File: src/rtl/char_ram_16x16_gra_if.sv
// Cursor-based text write port of the 16x16 character buffer.
interface char_ram_16x16_gra_if;
   logic       wr_valid;
   logic       wr_ready;
   logic [6:0] wr_char;
   logic       wr_set_cursor;
   logic [7:0] wr_addr;

   modport master (
      output wr_valid,
      output wr_char,
      output wr_set_cursor,
      output wr_addr,
      input  wr_ready
   );

   modport slave (
      input  wr_valid,
      input  wr_char,
      input  wr_set_cursor,
      input  wr_addr,
      output wr_ready
   );
endinterface

File: src/rtl/char_ram_16x16_gra.sv
// Writable 16x16 character buffer for the text overlay, with a self-clearing
// fill FSM and a cursor-based write port.
module char_ram_16x16_gra #(
   parameter logic [6:0] CLEAR_CHAR = 7'h20,
   parameter logic [6:0] NL_CHAR    = 7'h0A
) (
   input  logic                        clk,
   input  logic                        rst,
   char_ram_16x16_gra_if.slave         wr,
   input  logic [7:0]                  char_xy,
   output logic [6:0]                  char_code,
   input  logic                        clr_req,
   output logic                        busy,
   output logic [7:0]                  cursor
);

   typedef enum logic {CLEAR, IDLE} state_t;

   state_t     state;
   logic [7:0] clr_ptr;
   logic [6:0] mem [256];

   logic       accept;
   logic       mem_we;
   logic [7:0] mem_addr;
   logic [6:0] mem_din;

   assign wr.wr_ready = (state == IDLE) && !clr_req;
   assign accept      = wr.wr_valid && wr.wr_ready;

   // Stale cells are masked while the clear sweep is in progress.
   assign char_code = (state == CLEAR) ? CLEAR_CHAR : mem[char_xy];

   always_ff @(posedge clk or negedge rst) begin
      if (!rst) begin
         state   <= CLEAR;
         clr_ptr <= '0;
         cursor  <= '0;
         busy    <= 1'b1;
      end else begin
         case (state)
            CLEAR: begin
               clr_ptr <= clr_ptr + 8'd1;
               if (clr_ptr == 8'hFF) begin
                  state <= IDLE;
                  busy  <= 1'b0;
               end
            end
            IDLE: begin
               if (clr_req) begin
                  state   <= CLEAR;
                  clr_ptr <= '0;
                  cursor  <= '0;
                  busy    <= 1'b1;
               end else if (accept) begin
                  if (wr.wr_set_cursor)
                     cursor <= wr.wr_addr;
                  else if (wr.wr_char == NL_CHAR)
                     cursor <= {cursor[7:4] + 4'd1, 4'h0};
                  else
                     cursor <= cursor + 8'd1;
               end
            end
            default: begin
               state <= CLEAR;
               busy  <= 1'b1;
            end
         endcase
      end
   end

   always_comb begin
      mem_we   = 1'b0;
      mem_addr = clr_ptr;
      mem_din  = CLEAR_CHAR;
      if (state == CLEAR) begin
         mem_we = 1'b1;
      end else if (accept && !wr.wr_set_cursor && (wr.wr_char != NL_CHAR)) begin
         mem_we   = 1'b1;
         mem_addr = cursor;
         mem_din  = wr.wr_char;
      end
   end

   always_ff @(posedge clk) begin
      if (mem_we)
         mem[mem_addr] <= mem_din;
   end

endmodule

File: src/flat_wrapper.sv
// flat-port wrapper written by rule: the top's interface ports become plain ports
module char_ram_16x16_gra_flat 
#(
   parameter logic [6:0] CLEAR_CHAR = 7'h20,
   parameter logic [6:0] NL_CHAR    = 7'h0A
)
  (clk, rst, char_xy, char_code, clr_req, busy, cursor, wr_wr_valid, wr_wr_char, wr_wr_set_cursor, wr_wr_addr, wr_wr_ready);
  char_ram_16x16_gra_if wr_i ();
  input  logic clk;
  input  logic rst;
  input  logic [7:0] char_xy;
  output logic [6:0] char_code;
  input  logic clr_req;
  output logic busy;
  output logic [7:0] cursor;
  input wire logic [$bits(wr_i.wr_valid)-1:0] wr_wr_valid;
  input wire logic [$bits(wr_i.wr_char)-1:0] wr_wr_char;
  input wire logic [$bits(wr_i.wr_set_cursor)-1:0] wr_wr_set_cursor;
  input wire logic [$bits(wr_i.wr_addr)-1:0] wr_wr_addr;
  output wire logic [$bits(wr_i.wr_ready)-1:0] wr_wr_ready;
  assign wr_i.wr_valid = wr_wr_valid;
  assign wr_i.wr_char = wr_wr_char;
  assign wr_i.wr_set_cursor = wr_wr_set_cursor;
  assign wr_i.wr_addr = wr_wr_addr;
  assign wr_wr_ready = wr_i.wr_ready;
  char_ram_16x16_gra #(.CLEAR_CHAR(CLEAR_CHAR), .NL_CHAR(NL_CHAR)) u_core (.clk(clk), .rst(rst), .wr(wr_i), .char_xy(char_xy), .char_code(char_code), .clr_req(clr_req), .busy(busy), .cursor(cursor));
endmodule
File: config.mk
export PLATFORM = sky130hd
export DESIGN_NAME = char_ram_16x16_gra_flat
export DESIGN_NICKNAME = d
export VERILOG_FILES = /design/src/rtl/char_ram_16x16_gra_if.sv /design/src/rtl/char_ram_16x16_gra.sv /design/src/flat_wrapper.sv
export SDC_FILE = /design/constraint.sdc
export NUM_CORES = 2
export LEC_CHECK = 0
export ABC_AREA = 1
export ABC_CLOCK_PERIOD_IN_PS = 10590
export CAP_MARGIN = 10
export CORE_MARGIN = 2
export CORE_UTILIZATION = 45
export DETAILED_ROUTE_END_ITERATION = 10
export SLEW_MARGIN = 20
export SYNTH_ARGS = -nofsm -noshare
export SYNTH_HDL_FRONTEND = slang
export SYNTH_SLANG_ARGS = --single-unit
File: constraint.sdc
create_clock -name clk -period 10.59 [get_ports clk]
set_clock_uncertainty 0.05 [all_clocks]
set_input_delay 1.5885 -clock clk [delete_from_list [all_inputs] [get_ports clk]]
set_output_delay 1.5885 -clock clk [all_outputs]
set_load 0.02 [all_outputs]
==> flow_summary.yaml <==
sta:
  fmax_ghz: 0.128
  drv_slew: 0
  fin_crit_sh_pct: 73.9
  worst_pin_slew_ns: 1.12
  min_period_ns: 7.82
  finalHoldViolations: 0
  worst_slack_ns: 2.77
  rsz0062_at_grt: "no"
  tns_ns: 0
  setup_viol: 0
  maxSlewHeadroom_pct: 25.5
setup_path:
  critPathLaunch: "char_xy[0]"
  crit_chain: "buf_8 -> buf_4 -> buf_12 -> nand2_1 -> nand3_1 -> nand3_1 -> nand3_1 -> nand2_1 -> nand2_1 -> nand3_1 -> nand3_1 -> nand3_1 -> a21oi_1 -> clkdlybuf4s50_1"
  crit_slowest_cell: "buf_4"
  rr_startpoint: "u_core.state"
  crit_buf_inv: 4
  slowest_delay_ns: 0.74
  crit_top_cell: "nand3_1"
  cp-end-kind: "primary output"
  worst_ep_arrival_time_ns: 6.19
  path_delay_family: "buffers and inverters"
  cp_max_fo: 185
  crit_required_ns: 8.95
  worstSetupPathType: "in2out"
  critPathLaunchType: "primary input"
yosys:
  synth_nets: 6418
  ys.flop_type: "edfxtp_1"
  yosysTopAreaCell: "edfxtp_1"
  synthTopCellsByArea: "edfxtp_1, nand3_1, nand2_1"
  ys_ff_latch: 1810
  synth-async-reset-ratio_pct: 0.994
  ys_seq_area_share_pct: 73.4
  syn_area_um2: 73900
  yosysUniqueCellTypes: 36
  yosys.area.top_type_share_pct: 72.8
  synth.avg_cell_area_um2: 11.6
  synth_warnings: 0
  postSynthCellCount: 6387
  synth_edf_count: 1792
finish:
  mostFrequentLayoutCell: "nand2_1"
  drive_above_1_share_pct: 5.54
  area_growth_pct: 10.8
  final_area_um2: 81900
  fin_cells: 8590
  most-common-layout-cells: "nand2_1, edfxtp_1, nand3_1, nor2_1, clkbuf_16"
  nets: 6292
floorplan:
  num_rows: 148
  fp.coreArea_um2: 163000
  die_w_um: 409
  dieArea_um2: 168000
  io_pins: 45
  initial_core_util_pct: 45.4
  die_y_um: 409
place:
  dp_cells: 8249
  placed_cell_area_um2: 76200
  place_ws_ns: 2.93
  dp_hpwl_um: 111000
  gp_congestion: 0.853
  portBuffers: 44
clock_tree:
  insertion_delay_ns: 0.80
  cts.sinks: 1810
  cts_resized: 0
  post-cts-setup-buffers: 0
  cts_hold_buffers: 0
  tritoncts: "built"
  cts_root_buf: "clkbuf_16"
  clockBufferDepth: 3
  clkTransAtPathRegs_ns: 0.06
  htreeDepth: 4
  cts_buffers: 185
pwr:
  clockPowerShare_pct: 40.6
  p_comb_share_pct: 8.3
  netSwitchingPower_uw: 3790
  peakVddDrop_uv: 187
  powerDensity_nw_per_um2: 189
  leakagePower_uw: 0.0299
  switching_share_pct: 24.4
  power_frac_seq_pct: 51.1
  total_power_uw: 15500
  p_int_uw: 11700
detailed_routing:
  vias_per_cell: 5.69
  topRoutingLayerUsed: "met5"
  wl_per_cell_um: 23.8
  wl_met1_um: 86800
  ant_nets: 0
  drc_errors: 0
  dr_wl_met3_um: 16600
  vias: 48900
  wl_um: 204000
  drt-initial-drc-count: 6175
  drt_pass1_iterations: 5
  met2WireLength_um: 94100
global_route:
  antenna_found_initial: 4
  gr-total-overflow: 0
  grt_pass1_wl_um: 306000
  grt_max_degree: 202
  track_usage_pct: 24.2
  grt_pass1_vias: 46800
job:
  drv_cap: 0
worst_hold_path:
  min-delay-path-class: "reg2reg"
  hp-start: "u_core.clr_ptr[0]"
run_status:
  status: "complete, no violations"
[kinds of logic (layout without fill, tap and decap cells)]
logic type,after synthesis,in the layout,share of synthesized area [%]
buf+inv,492,518,2.66
compound gates,54,54,0.432
flops,1810,1810,73.4
simple gates,4022,4022,23.4
xor+xnor,5,5,0.0592
mux,1,1,0.0135
other cells,0,2,0
fa+ha+maj,3,3,0.0508
[Yosys cell counts, drive strengths merged, types with 7 or more instances]
master and count:
clkbuf 263, nand2 2022, edfxtp 1792, a21oi 16, buf 165, nand3 1689, nor2 295, o21ai 25
dfrtp 17, nor3 7, inv 60
[area by class of cell]
class	count	area [um2]
inverters	64	280
flip-flops and latches	1810	54300
repair buffers	115	1170
clock inverters	102	831
diodes	2	5.00
multi-input cells	4085	17700
clock buffers	237	4930
well taps	2175	2720
fillers	14300	81000
[through the flow]
stage	hold slack, ns	utilization [%]
CTS	0.479	50.3
global route	0.513	50.3
detailed placement	0.470	46.7
finish	0.473	50.3
global placement	0.461	46.7
floorplan	0.414	-
[final timing paths]
| kind | endpoint | slack (ns) | depth (start not counted) |
|---|---|---|---|
| worst max-delay path | char_code[6] | 2.77 | 14 |
| worst min-delay path | u_core.clr_ptr[0] | 0.47 | 1 |
| worst max register to register | u_core.mem[219][1] | 5.73 | 9 |
| worst min register to register | u_core.clr_ptr[0] | 0.47 | 1 |
| max in group asynchronous | u_core.clr_ptr[6] | 8.72 | 1 |
| min in group asynchronous | u_core.cursor[5] | 1.23 | 1 |
[flip-flops by register name, indices dropped and copies added, names as in the netlist]
| signal | flops |
|---|---|
| u_core.mem | 1792 |
| u_core.clr_ptr | 8 |
| u_core.cursor | 8 |
| u_core.busy | 1 |
| u_core.state | 1 |
[metal layers]
metal	vias to the layer above	global-route usage, %
met5	-	0
met2	2003	37.0
met4	2	8.66
li1	22300	-
met3	326	3.92
met1	24200	35.0
[power groups by stage]
stage	Combinational (uW)	Clock (uW)	Sequential [uW]
after floorplan	706	0	8060
after global placement	1260	0	8070
after detailed placement	1270	0	8070
after CTS	1270	6360	7920
after global routing	1360	6630	7920
final	1290	6290	7920
[worst register-to-register path, cell delays in order, from the launching register on]
cell and delay, ns:
dfrtp_1 0.77, nand2_2 0.13, nor2_4 0.26, nand3_2 0.49, inv_1 0.36, or2_1 0.16, o21ai_2 0.14, nor2_1 0.51
nand2_1 0.71, nor2_1 0.89
Note: power is estimated with default switching activity, not from simulation.
